===== config.mk =====
export PLATFORM = sky130hd
export DESIGN_NAME = sync_debounce
export DESIGN_NICKNAME = d
export VERILOG_FILES = /design/src/rtl/sync_debounce.sv
export SDC_FILE = /design/constraint.sdc
export NUM_CORES = 1
export LEC_CHECK = 0
export ABC_AREA = 0
export BUFFER_PORTS_ARGS = -buffer_cell sky130_fd_sc_hd__buf_4
export CORE_ASPECT_RATIO = 0.8
export CORE_MARGIN = 2
export CORE_UTILIZATION = 40
export DETAILED_ROUTE_END_ITERATION = 7
export HOLD_SLACK_MARGIN = 0.03
export REMOVE_ABC_BUFFERS = 1
export SLEW_MARGIN = 10
export SYNTH_ARGS = -nofsm -noshare
export SYNTH_HDL_FRONTEND = slang
export SYNTH_SLANG_ARGS = --single-unit

===== constraint.sdc =====
create_clock -name clk -period 1.4 [get_ports clk]
set_clock_uncertainty 0.05 [all_clocks]
set_input_delay 0.28 -clock clk [delete_from_list [all_inputs] [get_ports clk]]
set_output_delay 0.28 -clock clk [all_outputs]
set_load 0.03 [all_outputs]

===== src/rtl/sync_debounce.sv =====
// rtl/sync_debounce.sv - multi-channel CDC synchronizer with per-channel debounce and edge pulses
module sync_debounce #(
    parameter int                NUM_CH     = 4,
    parameter int                NUM_FF     = 2,
    parameter logic [NUM_CH-1:0] INIT_VALUE = '0,
    parameter int                DB_CYCLES  = 1000
) (
    input  logic              clk,
    input  logic              rst,
    input  logic              tick_i,
    input  logic [NUM_CH-1:0] sig_i,
    output logic [NUM_CH-1:0] level_o,
    output logic [NUM_CH-1:0] rise_o,
    output logic [NUM_CH-1:0] fall_o,
    output logic              any_o
);

    localparam int               CNT_W    = $clog2(DB_CYCLES + 1);
    localparam logic [CNT_W-1:0] CNT_LAST = CNT_W'(DB_CYCLES - 1);

    logic [NUM_CH-1:0][NUM_FF-1:0] sft_q, sft_d;
    logic [NUM_CH-1:0][CNT_W-1:0]  cnt_q, cnt_d;
    logic [NUM_CH-1:0]             level_q, level_d;
    logic [NUM_CH-1:0]             rise_q, rise_d;
    logic [NUM_CH-1:0]             fall_q, fall_d;
    logic [NUM_CH-1:0]             s;
    logic                          any_q, any_d;

    always_comb begin
        sft_d   = sft_q;
        cnt_d   = cnt_q;
        level_d = level_q;
        rise_d  = '0;
        fall_d  = '0;
        s       = '0;
        for (int ch = 0; ch < NUM_CH; ch++) begin
            s[ch]     = sft_q[ch][NUM_FF-1];
            sft_d[ch] = {sft_q[ch][NUM_FF-2:0], sig_i[ch]};
            // Any sample matching the current level restarts qualification.
            if (s[ch] == level_q[ch]) begin
                cnt_d[ch] = '0;
            end else if (tick_i) begin
                if (cnt_q[ch] == CNT_LAST) begin
                    level_d[ch] = s[ch];
                    cnt_d[ch]   = '0;
                    rise_d[ch]  = s[ch];
                    fall_d[ch]  = ~s[ch];
                end else begin
                    cnt_d[ch] = cnt_q[ch] + 1'b1;
                end
            end
        end
        any_d = |(rise_d | fall_d);
    end

    always_ff @(posedge clk) begin
        if (rst) begin
            for (int ch = 0; ch < NUM_CH; ch++) begin
                sft_q[ch] <= {NUM_FF{INIT_VALUE[ch]}};
            end
            cnt_q   <= '0;
            level_q <= INIT_VALUE;
            rise_q  <= '0;
            fall_q  <= '0;
            any_q   <= 1'b0;
        end else begin
            sft_q   <= sft_d;
            cnt_q   <= cnt_d;
            level_q <= level_d;
            rise_q  <= rise_d;
            fall_q  <= fall_d;
            any_q   <= any_d;
        end
    end

    assign level_o = level_q;
    assign rise_o  = rise_q;
    assign fall_o  = fall_q;
    assign any_o   = any_q;

endmodule


Word level (Yosys, flattened, before mapping)
Index checks and enable logic that the tools add are counted.
{ "totals": {"regBits": 61, "latch_bits": 0, "ram_bits": 0, "romBits": 0, "input_bits": 7, "output_inout_bits": 13, "word_cells": 73, "mem_count": 0} }
{ "classes": {"n_addsub": 4, "mul": 0, "n_div": 0, "n_lt_le_gt_ge": 0, "n_eq_ne": 8, "shift": 0, "muxes": 28, "bitwise": 9, "reduce_logical": 9} }
{ "ops": {"columns": ["cell", "count"], "rows": [
  ["10-bit by 1-bit adder with 10-bit output (second input constant)", 4],
  ["10-bit equality test (second input constant)", 4],
  ["10-bit two-way mux", 4],
  ["1-bit two-way mux", 24],
  ["3-bit AND reduction", 4],
  ["1-bit inverter", 8],
  ["2-bit OR reduction", 4],
  ["1-bit equality test", 4],
  ["4-bit bitwise OR", 1],
  ["4-bit OR reduction", 1]
]} }

Depth between registers and ports, before layout
Gate-level depths: netlist of run 1.
{ "depth": {"ltp_word": 6, "ltp_mapped": 6, "ltp_nobuf": 5} }

Worst setup path before layout of run 1
Ideal clock, no wire load.
{ "synth_path": {"kind": "flip-flop to flip-flop", "startpoint": "register cnt_q[0] in the netlist's numbering", "endpoint": "register cnt_q[8] in the netlist's numbering", "setup_time_ns": 0.115, "arrival_time_ns": 1.333, "t_required_ns": 1.235, "path_slack_ns": -0.098, "stages_incl_launch_ff": 6, "n_path_buf": 0, "synth_period_minus_slack_ns": 1.498, "path_cell_list": "dfxtp_1 ha_1 nand2_1 or4_1 xor2_1 nor2_2"} }
{ "synth_between": {"elab_chain_len": 2, "word_cells_on_any_way": 3, "classes_between": "add/sub (1); eq/ne (1); mux (1)"} }
{ "synth_rtl": {"columns": ["item", "line_no", "text"], "rows": [
  ["start: declaration", "22", "logic [NUM_CH-1:0][CNT_W-1:0] cnt_q, cnt_d;"],
  ["start signal: assignment", "68", "cnt_q <= cnt_d;"],
  ["10-bit by 1-bit adder with 10-bit output / 10-bit equality test (equally long branches)", "49, 43", null],
  ["10-bit two-way mux *", "43", "if (cnt_q[ch] == CNT_LAST) begin"]
]} }
Mark *: on every way between the ends. The rest lies on a longest branch, timed or not.
A chain may end at the register's enable or synchronous reset.

Worst setup path in the final report of run 1
{ "layout_path": {"startpoint": "register cnt_q[31] in the netlist's numbering", "endpoint": "register cnt_q[37] in the netlist's numbering"} }
The elaborated chain is that of the path after synthesis.

==> results of run 1 <==
layout by cell type, fill, tap and decap left out, drive strengths merged:
cell type  instances
buf               84
dfxtp             61
nor2              51
xor2              24
nand2             23
xnor2             16
clkbuf            15
nand4             13
nor2b              8
nand2b             8
mux2i              8
nor4b              8
and3               5
nor3               4
ha                 4
nor4               4
and4               3
or4                3
nor3b              1
o22a               1
o221ai             1
final timing paths:
path | from | end | slack [ns] | cells past startpoint
max reg2reg | cnt_q[31] | cnt_q[37] | -0.02 | 7
max | cnt_q[31] | cnt_q[37] | -0.02 | 7
min | sig_i[2] | sft_d[5] | 0.10 | 2
min reg2reg | sft_d[3] | s[1] | 0.39 | 1
synthesized netlist by cell type (4+ instances only):
library cell,n,share of area
and3_1,5,0.013
buf_2,4,0.0081
xnor2_1,16,0.057
nor2_1,48,0.073
mux2i_1,8,0.032
nor2b_1,8,0.020
nor3_1,4,0.0081
nand4_1,12,0.030
xor2_1,24,0.085
ha_1,4,0.020
nor4b_1,8,0.028
dfxtp_1,61,0.50
nand2b_1,8,0.020
nand2_1,21,0.032
sequential cells by signal, summed over array words and instances, names as in the netlist:
register  flops
cnt_q        40
fall_o        4
s             4
sft_d         4
rise_o        4
any_o         1
level_o       4
area by class of cell:
type                       count  share of cell area
multi-input combinational    185               0.385
clock buffer                  15              0.0546
tap                           81              0.0282
sequential                    61               0.346
timing repair buffer          84               0.186
metal layers:
metal  share of wire  vias up  global-route usage  routed length, um
met5               0        -                   0                  0
met3           0.033        7              0.0588                167
met4           0.014        0              0.0796                 71
li1                -     1021                   -                  -
met2            0.43       23               0.230               2180
met1            0.52      882               0.214               2630
critical path: stages (launching register included):
cell	delay (ns)
dfxtp_2	0.35
buf_4	0.11
buf_4	0.10
nand4_1	0.11
buf_4	0.17
nor3_1	0.21
xnor2_1	0.16
nor2_2	0.06
cell families (layout without fill, tap and decap cells):
logic type / Yosys count / count (layout)
simple gates: 131 / 131
flops: 61 / 61
xor+xnor: 40 / 40
mux: 8 / 8
buf+inv: 8 / 99
fa+ha+maj: 4 / 4
compound gates: 2 / 2
what timing repair did:
item / 4_1_cts / 5_1_grt
gates cloned: 0 / 0
buffers inserted: 3 / 4
endpoints found under the setup margin: 32 / 37
resized for setup: 31 / 33
pin swaps: 15 / 12
report_power, final:
group          switching, mW  internal (mW)  total, mW
logic                 0.0502         0.0584      0.109
registers            0.00992           1.75       1.76
clock network          0.639          0.877       1.52
total                  0.699           2.68       3.38
through the flow:
stage	instances	power, mW	utilization	hold slack [ns]	instance area (um^2)
final	426	3.38	0.605	0.103	3600
after floorplan	246	1.83	-	0.302	2410
after global placement	405	1.89	0.522	0.370	3100
after global routing	426	3.50	0.605	0.0893	3600
after detailed placement	405	1.89	0.522	0.378	3100
after CTS	423	3.43	0.577	0.0814	3430
==> flow_metrics.tcl, run 1 <==
set metrics [dict create \
    seq_area_frac_synth 0.495 \
    final_max_slew_viol_count 0 \
    first_global_vias 1841 \
    multi_input_area_um2 1390 \
    routedWlPerCell_um 11.8 \
    die-area_um2 6810 \
    first_pass_iters 4 \
    min_period_ns 1.42 \
    worstPathMaxFanout 3 \
    gp_congestion 0.811 \
    area_delta_synth_final_pct 45.9 \
    fmax_ghz 0.706 \
    p_leak_nw 1.38 \
    maxSlewHeadroom 0.770 \
    yosysUniqueCellTypes 26 \
    drt_iter0_drc 43 \
    synth-simple-area-share 0.282 \
    dp_hpwl_mm 3.40 \
    synth_fa_ha_area_frac 0.0203 \
    synth_top_family_by_area "simple AND/OR/NAND/NOR gates" \
    p_per_area_nw_per_um2 940 \
    cts_tree "done" \
    drive_gt1_frac 0.441 \
    viasPerCell 4.54 \
    regArea_um2 1240 \
    diodes 0 \
    synth_xor_area_frac 0.142 \
    grt_max_degree 15 \
    synthMuxAreaShare 0.0325 \
    post-place-ws_ns -0.144 \
    syn-instance-count 254 \
    tightestPinTransition_ns 0.342 \
    critPathCaptureType "flip-flop" \
    htreeDepth 3 \
    critPathRequiredTime_ns 1.58 \
    cts-root-to-sink-buffers 2 \
    rows 25 \
    drv_cap 0 \
    hold_viol 0 \
    initial_utilization 0.415 \
    ir_drop_v 0.000949 \
    netlist_area_um2 2460 \
    port-buffer-count 19 \
    synth_edf_count 0 \
    fp.dieH_um 74.2 \
    clk_pin_slew_ns 0.06 \
    avgSynthCellArea_um2 9.70 \
    cts_buffers 9 \
    clk_latency_ns 0.34 \
    ant_nets 0 \
    ys_ff_latch 61 \
    rsz0062_at_grt "yes" \
    fillers 524 \
    timing.final.crit_share 1.01 \
    grt_use_total 0.160 \
    synth_compound_area_frac 0.00711 \
    setup_viol 3 \
    nNetsFinal 352 \
    die_w_um 91.8 \
    ctsHoldBuffers 0 \
    finalWorstSetupSlack_ns -0.0174 \
    grt_pass1_wl_mm 8.28 \
    drc 0 \
    core_region_area_um2 5940 \
    via_count 1933 \
    wirelength_mm 5.05 \
    setup_tns_ns -0.0362 \
    cts_root_buf "clkbuf_8" \
    hold_class "input pin to flip-flop" \
    worstPathArrival_ns 1.60 \
    violations "negative setup slack" \
    ios 20 \
    synth_ff_type "dfxtp_1" \
    yosysWarningCount 0 \
    status "complete, but fails checks" \
    clock-sinks 61 \
    grt_antenna_before_repair 0 \
    start_kind "flip-flop" \
    grt-ovfl-total 0 \
    crit_type "flip-flop to flip-flop" \
    async_reset_ff_frac 0 \
]
(Power assumes the default switching activity.)
==> run 2, diff against run 1 <==
--- a/config.mk
+++ b/config.mk
@@ -13,6 +13,7 @@
 export DETAILED_ROUTE_END_ITERATION = 7
 export HOLD_SLACK_MARGIN = 0.03
 export REMOVE_ABC_BUFFERS = 1
+export SKIP_CTS_REPAIR_TIMING = 1
 export SLEW_MARGIN = 10
 export SYNTH_ARGS = -nofsm -noshare
 export SYNTH_HDL_FRONTEND = slang
==> run 2 against run 1 <==
The run still ends with negative setup slack left; critical path depth did not move; power shrank 0.24%; largest cell class unchanged; sequential share of layout area up 0.32 points; worst setup slack got worse by 0.056 ns; non-clock buffer count up 3; clock-buffer cell count stayed put; hold slack better by 0.0012 ns; clock power about the same; final area fell by 0.31%; sequential power barely moved; critical path type unchanged; largest power group unchanged; cell count increased by 0.70%; fmax decreased by 3.8%.
==> flow_metrics.tcl, run 2 (synthesis gave the netlist of run 1 again) <==
set metrics [dict create \
    worstPathCellList "ha_4 > and3_4 > buf_4 > buf_4 > nand4_1 > xor2_1 > nor2_4" \
    crit_type "flip-flop to flip-flop" \
    clk_latency_ns 0.34 \
    p_per_area_nw_per_um2 941 \
    die_w_um 91.8 \
    critPathCaptureType "flip-flop" \
    layout_common_cells "buf_4, nor2_1, dfxtp_1, dfxtp_2, xor2_1" \
    status "complete, but fails checks" \
    finalWorstSetupSlack_ns -0.0735 \
    cts-root-to-sink-buffers 2 \
    power.switching_uw 693 \
    largest_reg_flops 40 \
    crit_path_frequent_cell "buf_4" \
    slowest_stage "dfxtp_2" \
    worstReg2RegEnd "cnt_q[38]" \
    cts_root_buf "clkbuf_8" \
    viasPerCell 4.62 \
    dp_hpwl_mm 3.40 \
    setup_viol 8 \
    grt_use_total 0.156 \
    die-area_um2 6810 \
    min_period_ns 1.47 \
    power_frac_comb 0.031 \
    swShare 0.205 \
    wirelength_mm 5.17 \
    ff2ff_path_depth 7 \
    mostFrequentLayoutCell "buf_4" \
    rows 25 \
    critPathRequiredTime_ns 1.58 \
    min_to "sft_d[5]" \
    intPower_mw 2.68 \
    hold_viol 0 \
    clk_pin_slew_ns 0.06 \
    ant_nets 0 \
    worstPathArrival_ns 1.65 \
    ir_drop_v 0.000937 \
    nNetsFinal 355 \
    port-buffer-count 19 \
    timing.final.crit_share 1.05 \
    hold_start "sig_i[2]" \
    tightestPinTransition_ns 0.338 \
    p_leak_nw 1.39 \
    cts_buffers 9 \
    gp_congestion 0.811 \
    drive_gt1_frac 0.454 \
    grt_max_degree 15 \
    worstPathMaxFanout 3 \
    setup_tns_ns -0.170 \
    fp.dieH_um 74.2 \
    fmax_ghz 0.679 \
    clock-sinks 61 \
    htreeDepth 3 \
    grt-ovfl-total 0 \
    cts_tree "done" \
    rsz0062_at_grt "yes" \
    ios 20 \
    first_global_vias 1793 \
    largest_register "cnt_q" \
    grt_pass1_wl_mm 8.05 \
    initial_utilization 0.415 \
    clkPwrFrac 0.447 \
    critPathMaxStageDelay_ns 0.34 \
    drt_iter0_drc 45 \
    area_delta_synth_final_pct 45.5 \
    final_max_slew_viol_count 0 \
    routedWlPerCell_um 12.0 \
    fin_hold_ws_ns 0.104 \
    core_region_area_um2 5940 \
    hold_class "input pin to flip-flop" \
    drv_cap 0 \
    first_pass_iters 4 \
    r2r_slack_ns -0.07 \
    maxSlewHeadroom 0.772 \
    start_kind "flip-flop" \
    violations "negative setup slack" \
    drc 0 \
    power_frac_seq 0.521 \
    diodes 0 \
    via_count 1980 \
    whs_path_depth 2 \
    rr_startpoint "cnt_q[30]" \
    power_mw 3.37 \
    grt_antenna_before_repair 0 \
]
run 2: worst max path at each step:
stage | start | to | depth (start not counted)
6_report | cnt_q[30] | cnt_q[38] | 7
5_1_grt | cnt_q[30] | cnt_q[37] | 6
3_5_place_dp | cnt_q[30] | fall_o[3] | 4
4_1_cts | cnt_q[30] | fall_o[3] | 4
3_3_place_gp | cnt_q[30] | fall_o[3] | 4
2_1_floorplan | cnt_q[0] | cnt_q[8] | 5
run 2: power groups by stage:
| stage | registers (mW) | logic, mW | clock network (mW) |
|---|---|---|---|
| after floorplan | 1.79 | 0.0338 | 0 |
| after global placement | 1.79 | 0.0984 | 0 |
| after detailed placement | 1.79 | 0.0987 | 0 |
| after CTS | 1.76 | 0.0989 | 1.57 |
| after global routing | 1.76 | 0.116 | 1.63 |
| final | 1.76 | 0.106 | 1.51 |
run 2: routing by layer:
layer / share of wire / global-route usage / routed length (um)
met5: 0 / 0 / 0
met4: 0.017 / 0.0796 / 89
met3: 0.037 / 0.0588 / 189
met2: 0.43 / 0.218 / 2220
met1: 0.52 / 0.211 / 2670
run 2: per-stage QoR:
step	worst slack, ns	cell area (um^2)	util	cells
2_1_floorplan	-0.104	2410	-	246
3_3_place_gp	-0.133	3100	0.522	405
3_5_place_dp	-0.144	3100	0.522	405
4_1_cts	-0.183	3300	0.555	420
5_1_grt	-0.123	3590	0.603	429
6_report	-0.0735	3590	0.603	429
run 2: final cells by class:
type,instances,area [um^2]
clock buffer,15,196
multi-input combinational,185,1360
timing repair buffer,87,679
sequential,61,1250
fill,511,2360
tap,81,101
run 2: worst max-delay path: cells and delay by family (launching register included):
kind,cells,cell delay (ns)
AND/OR/NAND/NOR,3,0.32
adder cells (fa/ha/maj),1,0.16
buffers and inverters,2,0.25
flip-flops,1,0.34
XOR/XNOR,1,0.24
==> run 3, diff against run 2 <==
--- a/config.mk
+++ b/config.mk
@@ -14,6 +14,7 @@
 export HOLD_SLACK_MARGIN = 0.03
 export REMOVE_ABC_BUFFERS = 1
 export SKIP_CTS_REPAIR_TIMING = 1
+export SKIP_LAST_GASP = 1
 export SLEW_MARGIN = 10
 export SYNTH_ARGS = -nofsm -noshare
 export SYNTH_HDL_FRONTEND = slang
==> run 3 against run 2 <==
Clock-buffer cell count stayed put; fmax hardly changed; sequential share of layout area hardly changed; largest power group unchanged; routed wire length is 0.27% higher; die area stayed put; cell count stayed put; the run still ends with negative setup slack left; combinational power hardly changed; critical endpoint unchanged.
==> flow_metrics.tcl, run 3 (synthesis gave the netlist of run 1 again) <==
set metrics [dict create \
    status "complete, but fails checks" \
    violations "negative setup slack" \
    maxSlewHeadroom 0.769 \
    timing.final.crit_share 1.05 \
    diodes 0 \
    hold_class "input pin to flip-flop" \
    grt_use_total 0.156 \
    setup_viol 6 \
    crit_type "flip-flop to flip-flop" \
    port-buffer-count 19 \
    gp_congestion 0.811 \
    final_max_slew_viol_count 0 \
    rows 25 \
    p_leak_nw 1.39 \
    mostFrequentLayoutCell "buf_4" \
    crit_path_frequent_cell "buf_4" \
    post_dp_cell_area_um2 3100 \
    ant_nets 0 \
    grt-ovfl-total 0 \
    largest_reg_flops 40 \
    layout_common_cells "buf_4, nor2_1, dfxtp_1, dfxtp_2, xor2_1" \
    rsz0062_at_grt "yes" \
    ios 20 \
    drc 0 \
    fmax_ghz 0.678 \
    critPathMaxStageDelay_ns 0.34 \
    critPathCaptureType "flip-flop" \
    clk_latency_ns 0.34 \
    core_region_area_um2 5940 \
    die_w_um 91.8 \
    first_global_vias 1793 \
    cts_tree "done" \
    via_count 1992 \
    worstPathArrival_ns 1.65 \
    cts_buffers 9 \
    nNetsFinal 355 \
    area_delta_synth_final_pct 45.4 \
    r2r_slack_ns -0.07 \
    finalWorstSetupSlack_ns -0.0746 \
    drt_iter0_drc 45 \
    die-area_um2 6810 \
    fin_hold_ws_ns 0.104 \
    routedWlPerCell_um 12.1 \
    critPathRequiredTime_ns 1.58 \
    clock-sinks 61 \
    p_per_area_nw_per_um2 941 \
    dp_hpwl_mm 3.40 \
    htreeDepth 3 \
    fp.dieH_um 74.2 \
    grt_max_degree 15 \
    slowest_stage "dfxtp_2" \
    start_kind "flip-flop" \
    clk_pin_slew_ns 0.06 \
    first_pass_iters 4 \
    place_inst 405 \
    drive_gt1_frac 0.451 \
    post-place-ws_ns -0.144 \
    wirelength_mm 5.18 \
    ir_drop_v 0.000938 \
    largest_register "cnt_q" \
    fillers 509 \
    fin_util 0.603 \
    cts_root_buf "clkbuf_8" \
    grt_antenna_before_repair 0 \
    grt_pass1_wl_mm 8.05 \
    initial_utilization 0.415 \
    design_area_um2 3580 \
    drv_cap 0 \
    hold_viol 0 \
    cts-root-to-sink-buffers 2 \
    worstPathMaxFanout 3 \
    min_period_ns 1.47 \
    layoutNonFillerInstCount 429 \
    tightestPinTransition_ns 0.344 \
    worstPathCellList "ha_4 > and3_4 > buf_4 > buf_4 > nand4_1 > xor2_1 > nor2_4" \
    viasPerCell 4.64 \
]
## run 3: changes by cell type in the layout (fill, tap and decap cells not counted)
cell     previous run  this run
dfxtp_1            36        37
dfxtp_2            25        24
## run 3: where the power goes
part / internal (mW) / switching [mW]
sequential: 1.75 / 0.00993
clock: 0.876 / 0.634
combinational: 0.0569 / 0.0491
## run 3: final timing paths
kind / start / end / depth (start not counted)
worst min register to register: sft_d[5] / s[2] / 1
worst max-delay path: cnt_q[30] / cnt_q[38] / 7
worst min-delay path: sig_i[2] / sft_d[5] / 2
worst max register to register: cnt_q[30] / cnt_q[38] / 7
## run 3: routing by layer
layer  up-vias  wire length (um)  global-route usage
met4         0                95              0.0796
met5         -                 0                   0
met2        32              2210               0.218
li1       1030                 -                   -
met3         9               189              0.0588
met1       921              2690               0.211
## run 3: worst max-delay path: cells and delay by family, from the launching register on
| family | cells | cell delay, ns |
|---|---|---|
| xor gates and xnor gates | 1 | 0.24 |
| adders and majority gates | 1 | 0.16 |
| buffers and inverters | 2 | 0.25 |
| DFF | 1 | 0.34 |
| and+or+nand+nor | 3 | 0.32 |
## run 3: layout make-up
class	count	area, um^2	area share
Clock buffer	15	196	0.0548
Multi-Input combinational cell	185	1360	0.378
Sequential cell	61	1250	0.349
Tap cell	81	101	0.0283
Timing Repair Buffer	87	679	0.190
## run 3: per-stage QoR
step | setup TNS (ns) | total power [mW]
6_report | -0.156 | 3.37
2_1_floorplan | -0.397 | 1.83
5_1_grt | -2.25 | 3.51
4_1_cts | -1.54 | 3.42
3_5_place_dp | -0.968 | 1.89
3_3_place_gp | -0.831 | 1.89
